==> src/rtl/hazard_forwarding_unit.sv <==
// Hazard and forwarding control for the 5-stage pipeline: tracks in-flight destinations
// in EX/MEM/WB and produces the decode bubble select, PC/IF-ID hold enables and forwarding selects.
module hazard_forwarding_unit #(
    parameter int REG_W = 4,
    parameter int CNT_W = 16
) (
    input  logic             clk,
    input  logic             reset,
    input  logic [REG_W-1:0] id_rn,
    input  logic [REG_W-1:0] id_rm,
    input  logic [REG_W-1:0] id_rs,
    input  logic             id_use_rn,
    input  logic             id_use_rm,
    input  logic             id_use_rs,
    input  logic [REG_W-1:0] id_rd,
    input  logic             id_rf_we,
    input  logic             id_load,
    input  logic             flush,
    output logic             nop_select,
    output logic             pc_load,
    output logic             ifid_load,
    output logic [1:0]       fwd_a,
    output logic [1:0]       fwd_b,
    output logic [1:0]       fwd_s,
    output logic [CNT_W-1:0] stall_count
);

    typedef struct packed {
        logic             valid;
        logic             rf_we;
        logic             load;
        logic [REG_W-1:0] rd;
    } sb_entry_t;

    localparam logic [REG_W-1:0] PC_REG = REG_W'(15);
    localparam sb_entry_t        BUBBLE = '0;

    sb_entry_t ex_q, mem_q, wb_q;
    sb_entry_t id_entry;
    logic      load_use;
    logic      stall;

    // R15 reads the PC path, so it never participates in forwarding or stalls.
    function automatic logic src_match(input sb_entry_t e, input logic [REG_W-1:0] src,
                                       input logic use_src);
        return e.valid && e.rf_we && (e.rd == src) && use_src && (src != PC_REG);
    endfunction

    function automatic logic [1:0] fwd_sel(input sb_entry_t ex, input sb_entry_t mem,
                                           input sb_entry_t wb, input logic [REG_W-1:0] src,
                                           input logic use_src);
        logic [1:0] sel;
        sel = 2'b00;
        if (src_match(ex, src, use_src)) begin
            sel = ex.load ? 2'b00 : 2'b01;
        end else if (src_match(mem, src, use_src)) begin
            sel = 2'b10;
        end else if (src_match(wb, src, use_src)) begin
            sel = 2'b11;
        end
        return sel;
    endfunction

    assign id_entry = {1'b1, id_rf_we, id_load, id_rd};

    assign load_use = ex_q.load && (src_match(ex_q, id_rn, id_use_rn) ||
                                    src_match(ex_q, id_rm, id_use_rm) ||
                                    src_match(ex_q, id_rs, id_use_rs));

    assign stall = load_use && !flush;

    always_comb begin
        nop_select = 1'b0;
        pc_load    = 1'b1;
        ifid_load  = 1'b1;
        fwd_a      = 2'b00;
        fwd_b      = 2'b00;
        fwd_s      = 2'b00;
        if (!reset) begin
            fwd_a = fwd_sel(ex_q, mem_q, wb_q, id_rn, id_use_rn);
            fwd_b = fwd_sel(ex_q, mem_q, wb_q, id_rm, id_use_rm);
            fwd_s = fwd_sel(ex_q, mem_q, wb_q, id_rs, id_use_rs);
            if (flush) begin
                nop_select = 1'b1;
            end else if (load_use) begin
                nop_select = 1'b1;
                pc_load    = 1'b0;
                ifid_load  = 1'b0;
            end
        end
    end

    always_ff @(posedge clk) begin
        if (reset) begin
            ex_q        <= BUBBLE;
            mem_q       <= BUBBLE;
            wb_q        <= BUBBLE;
            stall_count <= '0;
        end else begin
            wb_q  <= mem_q;
            mem_q <= ex_q;
            ex_q  <= nop_select ? BUBBLE : id_entry;
            if (stall && (stall_count != '1)) begin
                stall_count <= stall_count + CNT_W'(1);
            end
        end
    end

endmodule

==> config.mk <==
export PLATFORM = sky130hd
export DESIGN_NAME = hazard_forwarding_unit
export DESIGN_NICKNAME = d
export VERILOG_FILES = /design/src/rtl/hazard_forwarding_unit.sv
export SDC_FILE = /design/constraint.sdc
export NUM_CORES = 1
export LEC_CHECK = 0
export BUFFER_PORTS_ARGS = -buffer_cell sky130_fd_sc_hd__buf_2
export CORE_ASPECT_RATIO = 1.4
export CORE_MARGIN = 1
export CORE_UTILIZATION = 45
export CTS_CLUSTER_SIZE = 10
export DETAILED_ROUTE_END_ITERATION = 7
export PLACE_DENSITY = 0.69
export SYNTH_ARGS = -nofsm -noshare
export SYNTH_HDL_FRONTEND = slang
export SYNTH_SLANG_ARGS = --single-unit
==> constraint.sdc <==
create_clock -name clk -period 2.3 [get_ports clk]
set_input_delay 0.115 -clock clk [delete_from_list [all_inputs] [get_ports clk]]
set_output_delay 0.115 -clock clk [all_outputs]
set_load 0.02 [all_outputs]
After elaboration in Yosys (flattened, before gate mapping)
Index checks and enable logic that the tools add are counted.
{"block": "word_totals", "word_cells": 82, "register_bits": 35, "inputBits": 24}
{"block": "op_classes", "reduce_logical": 37, "n_eq_ne": 13, "mux": 20, "n_addsub": 1}
{"cell": "equality test 4 bit", "count": 9}
{"cell": "logical AND 1 bit", "count": 33}
{"cell": "two-way mux 2 bit", "count": 12}
{"cell": "adder 16 x 1 -> 16 bit (second input constant)", "count": 1}
{"cell": "!= test 16 bit (second input constant)", "count": 1}
{"cell": "!= test 4 bit (second input constant)", "count": 3}
{"cell": "two-way mux 1 bit", "count": 7}
{"cell": "two-way mux 7 bit", "count": 1}
{"cell": "logical OR 1 bit", "count": 2}
{"cell": "OR reduction 2 bit", "count": 1}
{"cell": "zero test 1 bit", "count": 1}

Depth between registers and ports, before layout
Gate-level depths: netlist of the first run.
{"block": "depth", "depth_word": 11, "ltp_mapped": 7, "ltp_nobuf": 6}

Worst setup path before layout of the first run
Ideal clock, no wire load.
{"block": "synth_timing", "path_type": "register to register", "from": "register stall_count[0]", "to": "register stall_count[14]", "path_slack_ps": 488, "t_arrival_ps": 1742, "path_buffers": 0, "period_less_slack_ps": 1812, "t_required_ps": 2230, "stages_incl_launch_ff": 7, "path_cell_list": "dfxtp_1 -> ha_1 -> and3_1 -> o21ai_0 -> or3_1 -> or3_1 -> a21oi_1"}
{"block": "synth_via", "elab_chain_len": 2}
{"element": "start, declared", "line_no": "25", "text": "output logic [CNT_W-1:0] stall_count"}
{"element": "start signal, assigned", "line_no": "104", "text": "stall_count <= stall_count + CNT_W'(1);"}
{"element": "parallel branches: the longest is 2 deep, another holds adder 16 x 1 -> 16 bit"}
Several ways; the timed one is not identified.
A chain may end at the register's enable or synchronous reset.

Worst setup path after layout of the first run
{"block": "layout_timing", "from": "register ex_q[3] in the netlist's numbering", "to": "output port fwd_s[0]"}
{"block": "layout_via", "elab_chain_len": 6}
{"element": "start, declared", "line_no": "38", "text": "sb_entry_t ex_q, mem_q, wb_q;"}
{"element": "start signal, assigned", "line_no": "102", "text": "ex_q <= nop_select ? BUBBLE : id_entry;"}
{"element": "equality test 4 bit", "line_no": "46", "text": "return e.valid && e.rf_we && (e.rd == src) && use_src && (src != PC_REG);"}
{"element": "logical AND 1 bit (3 in series)", "line_no": "46"}
{"element": "two-way mux 2 bit", "line_no": "54", "text": "if (src_match(ex, src, use_src)) begin"}
{"element": "two-way mux 2 bit", "line_no": "79", "text": "if (!reset) begin"}
{"element": "end, declared", "line_no": "24", "text": "output logic [1:0] fwd_s,"}
Every way passes these cells.

==> results.sh, run 1 <==
export IMPL_final_max_slew_violation_count=0
export IMPL_routed_wl_met2_mm=2.287
export IMPL_drt_drc_violations_left=0
export IMPL_synth_fa_ha_area_share_pct=0.6281
export IMPL_crit_type="flip-flop to primary output"
export IMPL_hold_path_depth=2
export IMPL_yosys_register_bits=35
export IMPL_crit_path_max_fanout=4
export IMPL_design_portCount=49
export IMPL_first_global_vias=1687
export IMPL_run_status="finished, final reports clean"
export IMPL_synth_compound_area_share_pct=8.103
export IMPL_finalNonFillerCells=343
export IMPL_detail_route_vias_per_cell=5.105
export IMPL_period_needed_ns=2.150
export IMPL_globalRouteTotalUtil_pct=21.40
export IMPL_htree_num_levels=2
export IMPL_fp_dieH_um=80.72
export IMPL_worst_path_stages=7
export IMPL_die_x_um=58.23
export IMPL_vias=1751
export IMPL_postCtsSetupBuffers=0
export IMPL_synth_cells=234
export IMPL_starting_utilization_of_the_core_area_pct=46.99
export IMPL_critical_path_endpoint_type="primary output"
export IMPL_place_area_um2=2272
export IMPL_route_detailed_wl_per_inst_um=13.17
export IMPL_cts_root_buffer="sky130_fd_sc_hd__clkbuf_8"
export IMPL_dp_hpwl_mm=3.362
export IMPL_worst_case_vdd_ir_drop_v=0.0004278
export IMPL_multi_input_comb_area_um2=1249
export IMPL_power_density_cell_area_nw_per_um2=580.6
export IMPL_hold_path_class="input port to flip-flop"
export IMPL_crit_path_max_incr_delay_ns=0.43
export IMPL_area_growth_syn_to_layout_pct=21.55
export IMPL_ff_latch_area_um2=701.9
export IMPL_grt_start_max_net_pins=32
export IMPL_ys_warnings_count=0
export IMPL_placement_io_buffers=48
export IMPL_critical_path_top_delay_family="simple AND/OR/NAND/NOR gates"
export IMPL_num_antenna_cells=0
export IMPL_routabilityCongestion=0.8286
export IMPL_hold_violations=0
export IMPL_crit_arrival_ns=2.04
export IMPL_synth_distinct_cells=39
export IMPL_core_rowCount=28
export IMPL_unrepaired_setup_endpoints_after_global_routing="false"
export IMPL_critical_path_buf_inv_count=1
export IMPL_mappedNetlistNets=259
export IMPL_met3WireLength_um=182
export IMPL_fin_crit_sh_pct=93.48
export IMPL_topRoutingLayerUsed="met4"
export IMPL_worst_skew_pair_later_pin_latency_ns=0.30
export IMPL_max_cap_viols=0
export IMPL_start_kind="flip-flop"
export IMPL_worstRegToRegCells=6
export IMPL_fmax_mhz=465.1
export IMPL_initialDrtViolationCount=92
export IMPL_critical_path_slowest_cell="sky130_fd_sc_hd__dfxtp_1"
export IMPL_synth_xor_xnor_area_share_pct=14.51
export IMPL_setup_viol=0
export IMPL_placedCellCount=335
export IMPL_die_area_um2=4700
export IMPL_cts_made_buffers=5
export IMPL_cts_sinks=35
export IMPL_wire_length_of_the_first_global_routing_pass_mm=7.603
export IMPL_total_power_mw=1.406
export IMPL_totalWireLength_mm=4.518
export IMPL_grt_overflow=0
export IMPL_antenna_found_initial=0
export IMPL_met1Wirelength_mm=1.970
export IMPL_timing_critical_path_cells="xnor2_1 -> nand4_1 -> a21oi_2 -> and3_1 -> mux2_2 -> nor2_1 -> buf_2"
export IMPL_synth_simple_gate_area_share_pct=33.10
export IMPL_max_clock_buf_depth=2
export IMPL_drive_gt1_share_pct=25.80
export IMPL_antenna_violating_nets_left=0
export IMPL_firstDrtPassIters=4
export IMPL_mappedNetlistArea_um2=1992
export IMPL_syn_mean_instance_area_um2=8.512
export IMPL_power_static_leakage_nw=0.9303
export IMPL_crit_required_ns=2.18
export IMPL_worst_slew_pin_transition_ns=0.7472
export IMPL_yosysSeqAreaShare_pct=35.18
export IMPL_finalNetCount=307
export IMPL_largest_family_of_logic_cells_by_synthesized_area="simple AND/OR/NAND/NOR gates"
export IMPL_final_design_area_no_fill_um2=2421
export IMPL_muxShareOfSynthArea_pct=5.590
export IMPL_tns_ns=0
export IMPL_setup_clock_skew_after_layout_ns=0.01077
export IMPL_tritoncts_clock_tree="built"
export IMPL_slew_hr_pct=50.18
export IMPL_clkSlewWorstSetupHoldPaths_ns=0.07
export IMPL_final_fill_count=406
export IMPL_core_area_um2=4239
cell usage in the layout (no fill, tap or decap), types with 8 or more instances in the layout:
cell                      synthesis  final
sky130_fd_sc_hd__a21oi_1          9      9
sky130_fd_sc_hd__buf_2            1     48
sky130_fd_sc_hd__dfxtp_1         35     34
sky130_fd_sc_hd__mux2_2           9      9
sky130_fd_sc_hd__nand2_1         12     12
sky130_fd_sc_hd__nand3_1         12     12
sky130_fd_sc_hd__nand4_1          8      8
sky130_fd_sc_hd__nor2_1          19     19
sky130_fd_sc_hd__nor2b_1         19     19
sky130_fd_sc_hd__nor3_1           8      8
sky130_fd_sc_hd__xnor2_1         27     27
Yosys cell counts:
cell type,n,area (um2)
sky130_fd_sc_hd__nand4_1,8,50.05
sky130_fd_sc_hd__o31ai_1,3,22.52
sky130_fd_sc_hd__o221ai_1,1,8.760
sky130_fd_sc_hd__a221oi_1,1,8.760
sky130_fd_sc_hd__nor2_1,19,71.32
sky130_fd_sc_hd__buf_6,1,11.26
sky130_fd_sc_hd__ha_1,1,12.51
sky130_fd_sc_hd__and4_1,1,8.760
sky130_fd_sc_hd__o21ba_2,1,10.01
sky130_fd_sc_hd__and2_1,6,37.54
sky130_fd_sc_hd__nor4_1,6,37.54
sky130_fd_sc_hd__nand3_1,12,60.06
sky130_fd_sc_hd__o211ai_1,1,7.510
sky130_fd_sc_hd__o21a_1,1,7.510
sky130_fd_sc_hd__xor2_1,6,52.55
sky130_fd_sc_hd__and3_1,6,37.54
sky130_fd_sc_hd__xnor2_1,27,236.5
sky130_fd_sc_hd__mux2_2,9,101.4
sky130_fd_sc_hd__nor3_1,8,40.04
sky130_fd_sc_hd__buf_2,1,5.000
sky130_fd_sc_hd__nand2_1,12,45.04
sky130_fd_sc_hd__or2_1,1,6.260
sky130_fd_sc_hd__nor2b_1,19,118.9
sky130_fd_sc_hd__mux2i_1,1,10.01
sky130_fd_sc_hd__dfxtp_1,35,700.7
sky130_fd_sc_hd__inv_1,4,15.01
sky130_fd_sc_hd__buf_4,1,7.510
sky130_fd_sc_hd__or3_1,5,31.28
sky130_fd_sc_hd__nor3b_1,1,7.510
sky130_fd_sc_hd__clkbuf_1,5,18.77
sky130_fd_sc_hd__o31ai_2,1,12.51
sky130_fd_sc_hd__or3b_2,2,17.52
sky130_fd_sc_hd__nor3_2,1,10.01
sky130_fd_sc_hd__a21oi_1,9,45.04
sky130_fd_sc_hd__nand2b_1,5,31.28
sky130_fd_sc_hd__o21ai_0,6,30.03
sky130_fd_sc_hd__nor4b_1,3,26.28
sky130_fd_sc_hd__a21oi_2,1,8.760
sky130_fd_sc_hd__or4_1,3,22.52
state kept, by name, indices dropped and copies added (netlist names):
register / flops
stall_count: 16
ex_q: 7
wb_q: 6
mem_q: 6
layout make-up:
class	count	area share, %
clock buffers	6	2.997
clock inverters	2	2.481
repair buffers	49	10.23
flip-flops and latches	35	28.99
multi-input cells	187	51.58
well taps	60	3.101
inverters	4	0.6202
final timing paths:
check	startpoint	to	slack (ns)
setup / recovery	ex_q[3]$_SDFF_PP0_	fwd_s[0]	0.15
hold / removal	id_load	ex_q[4]$_SDFF_PP0_	0.02
setup reg to reg	ex_q[2]$_SDFF_PP0_	stall_count[12]$_SDFFE_PP0P_	0.28
hold reg to reg	mem_q[5]$_SDFF_PP0_	wb_q[5]$_SDFF_PP0_	0.46
power by group:
group          switching [mW]  total [mW]  leakage [nW]  internal (mW)
Sequential             0.0119       0.628         0.284          0.616
Clock                   0.223       0.656        0.0654          0.433
Combinational          0.0643       0.121         0.581         0.0570
per-layer routing:
layer	vias up	global-route usage, %
li1	913	-
met1	791	24.24
met2	40	38.51
met3	7	4.670
met4	0	8.095
met5	-	0
through the flow:
| stage | hold slack [ns] | util, % | setup WS [ns] |
|---|---|---|---|
| floorplan | 0.2367 | - | 0.4876 |
| global placement | 0.3214 | 53.60 | -0.01572 |
| detailed placement | 0.3175 | 53.60 | -0.05920 |
| CTS | 0.02225 | 56.94 | 0.1344 |
| global route | 0.02781 | 57.11 | 0.005384 |
| finish | 0.02493 | 57.11 | 0.1499 |
worst reg2reg max path: stages, from the launching register on:
cell and delay, ns:
sky130_fd_sc_hd__dfxtp_1 0.43, sky130_fd_sc_hd__xnor2_1 0.15, sky130_fd_sc_hd__nand4_1 0.11, sky130_fd_sc_hd__nor2_1 0.25
sky130_fd_sc_hd__o31ai_4 0.22, sky130_fd_sc_hd__nor4b_1 0.39, sky130_fd_sc_hd__mux2_2 0.37
repair_timing:
action / 4_1_cts / 5_1_grt
hold buffers: 0 / 0
resized for setup: 1 / 2
endpoints found under the setup margin: 7 / 2
hold endpoints to repair: 0 / 0
logic make-up after synthesis:
| group | Yosys count |
|---|---|
| multiplexers | 10 |
| XOR/XNOR | 33 |
| flip-flops | 35 |
| AO/OA/AOI/OAI | 25 |
| AND/OR/NAND/NOR | 118 |
| adder cells (fa/ha/maj) | 1 |
| buffers and inverters | 12 |
No activity file was read; power rests on OpenSTA's default activity.
==> run 2: changes to the inputs <==
GPL_TIMING_DRIVEN = 0   (was not set)
==> run 2 against run 1 <==
Effect of this change:
- routed wire length rose by 2.5%
- global-route usage rose by 0.40 points
- combinational power barely moved
- clock skew fell by 0.0031 ns
- sequential share of layout area rose by 0.33 points
- critical path depth did not move
- core utilization fell by 0.74 points
- register-to-register slack got worse by 0.06 ns
- largest cell class unchanged
==> results.sh, run 2 (same netlist as run 1, synthesis figures left out) <==
export IMPL_slew_hr_pct=63.23
export IMPL_max_clock_buf_depth=2
export IMPL_worst_skew_pair_later_pin_latency_ns=0.29
export IMPL_initialDrtViolationCount=88
export IMPL_grt_overflow=0
export IMPL_timing_critical_path_cells="xnor2_1 -> nand4_1 -> nor2_1 -> and3_1 -> or3b_2 -> a21oi_1 -> buf_2"
export IMPL_htree_num_levels=2
export IMPL_routabilityCongestion=0.8459
export IMPL_starting_utilization_of_the_core_area_pct=46.99
export IMPL_globalRouteTotalUtil_pct=21.79
export IMPL_detail_route_vias_per_cell=5.224
export IMPL_tns_ns=0
export IMPL_cts_resized=0
export IMPL_area_growth_syn_to_layout_pct=19.97
export IMPL_clkSlewWorstSetupHoldPaths_ns=0.06
export IMPL_core_area_um2=4239
export IMPL_worst_slew_pin_transition_ns=0.5486
export IMPL_total_power_mw=1.196
export IMPL_fmax_mhz=462.8
export IMPL_hold_violations=0
export IMPL_most_common_layout_cells="sky130_fd_sc_hd__buf_2 (48), sky130_fd_sc_hd__dfxtp_1 (35), sky130_fd_sc_hd__xnor2_1 (27), sky130_fd_sc_hd__nor2_1 (19), sky130_fd_sc_hd__nor2b_1 (19)"
export IMPL_largest_reg_flops=16
export IMPL_crit_arrival_ns=2.05
export IMPL_core_rowCount=28
export IMPL_hold_path_class="input port to flip-flop"
export IMPL_final_fill_count=443
export IMPL_critical_path_slowest_cell="sky130_fd_sc_hd__or3b_2"
export IMPL_fin_crit_sh_pct=93.94
export IMPL_power_static_leakage_nw=0.9205
export IMPL_totalWireLength_mm=4.633
export IMPL_power_density_cell_area_nw_per_um2=500.5
export IMPL_postCtsSetupBuffers=0
export IMPL_unrepaired_setup_endpoints_after_global_routing="false"
export IMPL_cts_made_buffers=5
export IMPL_worst_case_vdd_ir_drop_v=0.0003591
export IMPL_cts_sinks=35
export IMPL_crit_type="flip-flop to primary output"
export IMPL_largest_registers="stall_count: 16 flops, ex_q: 7 flops"
export IMPL_finalNetCount=313
export IMPL_cts_hold_buffers_added=0
export IMPL_crit_required_ns=2.18
export IMPL_crit_path_max_incr_delay_ns=0.46
export IMPL_critical_path_top_delay_family="simple AND/OR/NAND/NOR gates"
export IMPL_ff_latch_area_um2=700.7
export IMPL_multi_input_comb_area_um2=1234
export IMPL_die_x_um=58.23
export IMPL_dp_hpwl_mm=3.588
export IMPL_critical_path_buf_inv_count=1
export IMPL_placement_io_buffers=47
export IMPL_wire_length_of_the_first_global_routing_pass_mm=7.824
export IMPL_critical_path_endpoint_type="primary output"
export IMPL_num_antenna_cells=0
export IMPL_first_global_vias=1721
export IMPL_die_area_um2=4700
export IMPL_setup_viol=0
export IMPL_drt_drc_violations_left=0
export IMPL_max_cap_viols=0
export IMPL_final_max_slew_violation_count=0
export IMPL_design_portCount=49
export IMPL_route_detailed_wl_per_inst_um=13.31
export IMPL_period_needed_ns=2.161
export IMPL_fp_dieH_um=80.72
export IMPL_vias=1818
export IMPL_start_kind="flip-flop"
export IMPL_cts_root_buffer="sky130_fd_sc_hd__clkbuf_8"
export IMPL_antenna_found_initial=0
export IMPL_antenna_violating_nets_left=0
export IMPL_grt_start_max_net_pins=11
export IMPL_largest_register="stall_count"
export IMPL_setup_clock_skew_after_layout_ns=0.007680
export IMPL_drive_gt1_share_pct=25.00
export IMPL_firstDrtPassIters=4
export IMPL_run_status="finished, final reports clean"
export IMPL_final_common_cell="sky130_fd_sc_hd__buf_2"
export IMPL_crit_path_max_fanout=4
export IMPL_tritoncts_clock_tree="built"
run 2: worst paths after layout:
kind / startpoint / endpoint / slack [ns] / depth (start not counted)
hold / removal: id_rd[3] / ex_q[3]$_SDFF_PP0_ / 0.02 / 2
setup / recovery: ex_q[3]$_SDFF_PP0_ / fwd_b[0] / 0.14 / 7
hold reg to reg: mem_q[5]$_SDFF_PP0_ / wb_q[5]$_SDFF_PP0_ / 0.46 / 1
setup reg to reg: ex_q[0]$_SDFF_PP0_ / stall_count[12]$_SDFFE_PP0P_ / 0.22 / 7
run 2: worst register-to-register path: stages (launching register included):
cell	delay, ns
sky130_fd_sc_hd__dfxtp_1	0.44
sky130_fd_sc_hd__xnor2_1	0.15
sky130_fd_sc_hd__nand4_1	0.13
sky130_fd_sc_hd__nor2_1	0.25
sky130_fd_sc_hd__o31ai_2	0.14
sky130_fd_sc_hd__buf_6	0.16
sky130_fd_sc_hd__nor4b_1	0.34
sky130_fd_sc_hd__mux2_2	0.37
run 2: through the flow:
stage	utilization (%)	hold WS, ns	setup slack [ns]	instances	area [um2]
after floorplan	-	0.2367	0.4876	234	1992
after global placement	54.31	0.3149	0.2285	341	2302
after detailed placement	54.31	0.3198	0.2376	341	2302
after CTS	56.38	0.02182	0.1178	348	2390
after global routing	56.38	0.02239	0.02208	348	2390
final	56.38	0.02428	0.1393	348	2390
run 2: power breakdown:
part	switching (mW)	total [mW]	internal, mW
Clock	0.214	0.448	0.235
Sequential	0.0124	0.629	0.616
Combinational	0.0623	0.119	0.0568
Total	0.288	1.20	0.908
run 2: metal layers:
metal  track usage [%]  wire, um  share of wire [%]
met1             25.42      2034                 44
met2             37.82      2322                 50
met3             4.670       192                4.1
met4             9.524        84                1.8
met5                 0         0                  0
run 2: area by class of cell:
class | count | area share [%]
timing repair buffer | 47 | 9.843
clock inverter | 1 | 0.2094
tap | 60 | 3.141
multi-input combinational | 187 | 51.62
inverter | 4 | 0.6283
clock buffer | 6 | 3.456
buffer | 8 | 1.780
sequential | 35 | 29.32
